**src/rtl/pipe_stage_reg.sv**
```systemverilog
// pipe_stage_reg: handshaked pipeline register with flush, bubble output
// and a saturating back-pressure counter.
// Build option: define PIPE_STAGE_SKID_EN to add the skid entry S, which
// registers ready_o and removes the ready_i -> ready_o combinational path.
module pipe_stage_reg #(
   parameter int unsigned            DATA_W = 64,
   parameter logic [DATA_W-1:0]      BUBBLE = {DATA_W{1'b0}},
   parameter int unsigned            CNT_W  = 16
) (
   input  logic              clk_i,
   input  logic              rst_i,
   input  logic              flush_i,
   input  logic              valid_i,
   output logic              ready_o,
   input  logic [DATA_W-1:0] data_i,
   output logic              valid_o,
   input  logic              ready_i,
   output logic [DATA_W-1:0] data_o,
   output logic [CNT_W-1:0]  stall_cnt_o
);

   typedef enum logic [1:0] {
      ST_EMPTY = 2'd0,
      ST_FULL  = 2'd1,
      ST_SKID  = 2'd2
   } state_e;

   state_e            state_q, state_d;
   logic [DATA_W-1:0] m_q;
   logic              load_m;
   logic              xfer_in, xfer_out;
   logic [CNT_W-1:0]  cnt_q;

   assign valid_o  = (state_q != ST_EMPTY);
   assign xfer_in  = valid_i & ready_o;
   assign xfer_out = valid_o & ready_i;
   assign data_o   = valid_o ? m_q : BUBBLE;

`ifdef PIPE_STAGE_SKID_EN
   logic [DATA_W-1:0] s_q;
   logic              load_s, m_from_s;

   // Ready depends on registered state only; reset holds it low.
   assign ready_o = !rst_i && (state_q != ST_SKID);

   // Next-state and register-load decode with the skid entry.
   always_comb begin
      state_d  = state_q;
      load_m   = 1'b0;
      load_s   = 1'b0;
      m_from_s = 1'b0;
      unique case (state_q)
         ST_EMPTY: if (xfer_in) begin
            load_m  = 1'b1;
            state_d = ST_FULL;
         end
         ST_FULL: begin
            if (xfer_in && xfer_out) begin
               load_m = 1'b1;
            end else if (xfer_in) begin
               load_s  = 1'b1;
               state_d = ST_SKID;
            end else if (xfer_out) begin
               state_d = ST_EMPTY;
            end
         end
         ST_SKID: if (xfer_out) begin
            m_from_s = 1'b1;
            state_d  = ST_FULL;
         end
         default: state_d = ST_EMPTY;
      endcase
      // Flush empties the stage; an incoming beat is swallowed.
      if (flush_i) begin
         state_d  = ST_EMPTY;
         load_m   = 1'b0;
         load_s   = 1'b0;
         m_from_s = 1'b0;
      end
   end

   // Payload registers carry no reset; state decides whether they matter.
   always_ff @(posedge clk_i) begin
      if (load_m)        m_q <= data_i;
      else if (m_from_s) m_q <= s_q;
      if (load_s)        s_q <= data_i;
   end
`else
   // Without the skid entry a full stage accepts only when it drains.
   assign ready_o = !rst_i && (!valid_o || ready_i);

   // Next-state and load decode for the two-state variant.
   always_comb begin
      state_d = state_q;
      load_m  = 1'b0;
      unique case (state_q)
         ST_EMPTY: if (xfer_in) begin
            load_m  = 1'b1;
            state_d = ST_FULL;
         end
         ST_FULL: begin
            if (xfer_in) begin
               load_m = 1'b1;
            end else if (xfer_out) begin
               state_d = ST_EMPTY;
            end
         end
         default: state_d = ST_EMPTY;
      endcase
      // Flush empties the stage; an incoming beat is swallowed.
      if (flush_i) begin
         state_d = ST_EMPTY;
         load_m  = 1'b0;
      end
   end

   // Payload register carries no reset; state decides whether it matters.
   always_ff @(posedge clk_i) begin
      if (load_m) m_q <= data_i;
   end
`endif

   // State register; reset wins over flush (flush is folded into state_d).
   always_ff @(posedge clk_i) begin
      if (rst_i) state_q <= ST_EMPTY;
      else       state_q <= state_d;
   end

   // Saturating back-pressure counter, cleared by reset only.
   always_ff @(posedge clk_i) begin
      if (rst_i)
         cnt_q <= '0;
      else if (valid_o && !ready_i && (cnt_q != {CNT_W{1'b1}}))
         cnt_q <= cnt_q + {{(CNT_W-1){1'b0}}, 1'b1};
   end

   assign stall_cnt_o = cnt_q;

endmodule

```
**config.mk**
```make
export PLATFORM = sky130hd
export DESIGN_NAME = pipe_stage_reg
export DESIGN_NICKNAME = d
export VERILOG_FILES = /design/src/rtl/pipe_stage_reg.sv
export SDC_FILE = /design/constraint.sdc
export NUM_CORES = 1
export LEC_CHECK = 0
export ABC_AREA = 1
export ABC_CLOCK_PERIOD_IN_PS = 7250
export BUFFER_PORTS_ARGS = -buffer_cell sky130_fd_sc_hd__buf_2
export CAP_MARGIN = 20
export CORE_UTILIZATION = 34
export DETAILED_ROUTE_END_ITERATION = 12
export PLACE_DENSITY = 0.71
export RECOVER_POWER = 100
export SYNTH_ARGS = -nofsm -noshare
export SYNTH_HDL_FRONTEND = slang
export SYNTH_SLANG_ARGS = --single-unit
```
**constraint.sdc**
```tcl
create_clock -name clk_i -period 7.25 [get_ports clk_i]
set_clock_uncertainty 0.15 [all_clocks]
set_input_delay 0.3625 -clock clk_i [delete_from_list [all_inputs] [get_ports clk_i]]
set_output_delay 0.3625 -clock clk_i [all_outputs]
set_load 0.1 [all_outputs]
```
==> results.toml <==
[synthesis]
synth_top_family_by_area = "simple AND/OR/NAND/NOR gates"
synth.net_count = 427
yosys.area.top_type_share = 0.5624
yosys_warnings = 0
yosys.area.top_type = "edfxtp_1"
synth_edf_count = 64
ys_seq_area_frac = 0.6620
ys_seq_elements = 81
muxShareOfSynthArea = 0
synth-main-ff-cell = "edfxtp_1"
syn_avg_cell_area_um2 = 9.572
synth.most_common_cell = "nand2_1"
syn_area_um2 = 3417
synthTopCellsByArea = "edfxtp_1, nand2_1, dfxtp_1"
synth_cell_types = 20
synth-xor-area-share = 0
synth_compound_area_frac = 0.01758
synth_common_cells = "nand2_1, inv_1, edfxtp_1"
synthSimpleGateAreaFrac = 0.2168
synthArstFlopShare = 0
synth_cells = 357
synth_fa_ha_area_frac = 0.003662

[floorplan]
start_util = 0.3496
io_pins = 151
dieArea_um2 = 10460
die-height_um = 102.3
dieWidth_um = 102.3
row_count = 36
core_area_um2 = 9774

[sta]
setup_tns_ns = 0
setup_violations = 0
fmax_mhz = 241.0
relSlewSlack = 0.01670
min_period_ns = 4.150
worst_pin_slew_ns = 1.475
finalMaxSlewViolations = 0
final-hold-violation-count = 0
rsz0062_at_grt = "false"
period_share = 0.5724

[placed_design]
portBuffers = 150
dp_hpwl_mm = 5.435
dp.cells = 631
routabilityCongestion = 0.8108

[detailed_routing]
drtIter0Drc = 59
vias = 2735
ant_nets = 0
dr.pass1.iters = 4
routedWlPerCell_um = 11.65
vias_per_cell = 4.208
remaining_drc_errors = 0
wl_mm = 7.572

[global_route]
grt_first_pass_wirelength_mm = 11.10
grt_usage = 0.1425
grt_start_max_net_pins = 67
antenna_found_initial = 3
grt_overflow = 0
grt_pass1_vias = 2476

[pwr]
leakagePower_nw = 2.076
p_per_area_nw_per_um2 = 226.2
peakVddDrop_mv = 0.08853
finalPower_mw = 0.9939

[finish]
drive_gt1_frac = 0.1786
fill_cells = 987
final_cells = 650
seq_area_um2 = 2262
final_util = 0.4496
finalNetCount = 580
multi_input_area_um2 = 798.3
syn_to_final_growth_pct = 28.60

[clocking]
insertion_delay_ns = 0.34
ctsResizeCount = 0
cts_sinks = 81
cts_tree = "yes"
post-cts-setup-buffers = 0
cts_inserted_buffers = 9
cts-hold-fix-buffers = 0
path_clk_slew_ns = 0.08
root_buffer = "clkbuf_8"
cts.path.max_buffers = 2
htreeDepth = 3

[flow_run]
cap_violations = 0

[worst_setup_path]
startpoint_type = "flop"
crit_required_ns = 6.74
critPathKind = "reg -> out"
endpoint_kind = "primary output"
crit_fanout = 37
critPathArrivalTime_ns = 3.64

[min_path]
hold_path_class = "in -> reg"

[outcome]
status = "complete, no violations"
[layout by cell type, fill, tap and decap left out, types with 2 or more instances in the layout]
cell       Yosys  layout
nand2_1      106     106
buf_2          0      68
clkbuf_1       7      83
inv_1         75      76
nand2_2        2       2
dfxtp_1       17      17
nor3_1         3       3
o21ai_0        2       2
edfxtp_1      64      64
a21oi_1       10      10
clkbuf_8       0       9
nor2_1        44      46
nor2_4         4       2
nand3_1       14      14
diode_2        0       2
bufinv_16      0       2
[logic make-up (layout without fill, tap and decap cells)]
group | Yosys count | after routing
flip-flops | 81 | 81
AO/OA/AOI/OAI | 12 | 12
buffers and inverters | 86 | 244
AND/OR/NAND/NOR | 177 | 177
other | 0 | 2
adder cells (fa/ha/maj) | 1 | 1
[power by group]
part	internal, mW	switching [mW]
registers	0.514	0.00483
logic	0.0218	0.101
clock network	0.194	0.159
total	0.729	0.265
[critical path: stages (launching register included)]
cell      delay (ns)
dfxtp_1         0.95
clkbuf_1        1.14
inv_1           0.13
nor2_1          0.48
nor2_1          0.07
clkbuf_1        0.52
[final timing paths]
path / slack, ns / start / endpoint / cells past startpoint
worst min register to register: 0.40 / stall_cnt_o[1]$_SDFFE_PP0P_ / stall_cnt_o[1]$_SDFFE_PP0P_ / 2
worst max-delay path: 3.10 / state_q[0]$_SDFFE_PP0P_ / ready_o / 5
worst max register to register: 3.39 / state_q[0]$_SDFFE_PP0P_ / stall_cnt_o[14]$_SDFFE_PP0P_ / 9
worst min-delay path: 0.04 / data_i[41] / m_q[41]$_DFFE_PP_ / 1
[registers in the layout (all words and copies together) (netlist names)]
name / count
m_q: 64
stall_cnt_o: 16
state_q: 1
[per-stage QoR]
stage	setup WS (ns)	hold slack, ns	cell area, um2
after floorplan	1.197	0.3114	3417
after global placement	4.760	0.3587	4292
after detailed placement	4.718	0.3812	4292
after CTS	4.444	0.01593	4509
after global routing	2.674	0.01134	4389
final	3.100	0.03847	4394
[layout make-up]
class	count	area share
Antenna cell	2	0.001139
Clock buffer	9	0.02819
Clock inverter	7	0.02136
Inverter	76	0.06492
Multi-Input combinational cell	190	0.1817
Sequential cell	81	0.5148
Tap cell	133	0.03787
Timing Repair Buffer	152	0.1501
[routing by layer]
layer	wire length, um	part of all wire	up-vias	track usage
met5	12	0.0016	-	0
met4	94	0.012	2	0.08022
met3	821	0.11	12	0.05609
met2	3362	0.44	122	0.2313
met1	3280	0.43	1191	0.1603
li1	-	-	1408	-
No activity file was read; power rests on OpenSTA's default activity.
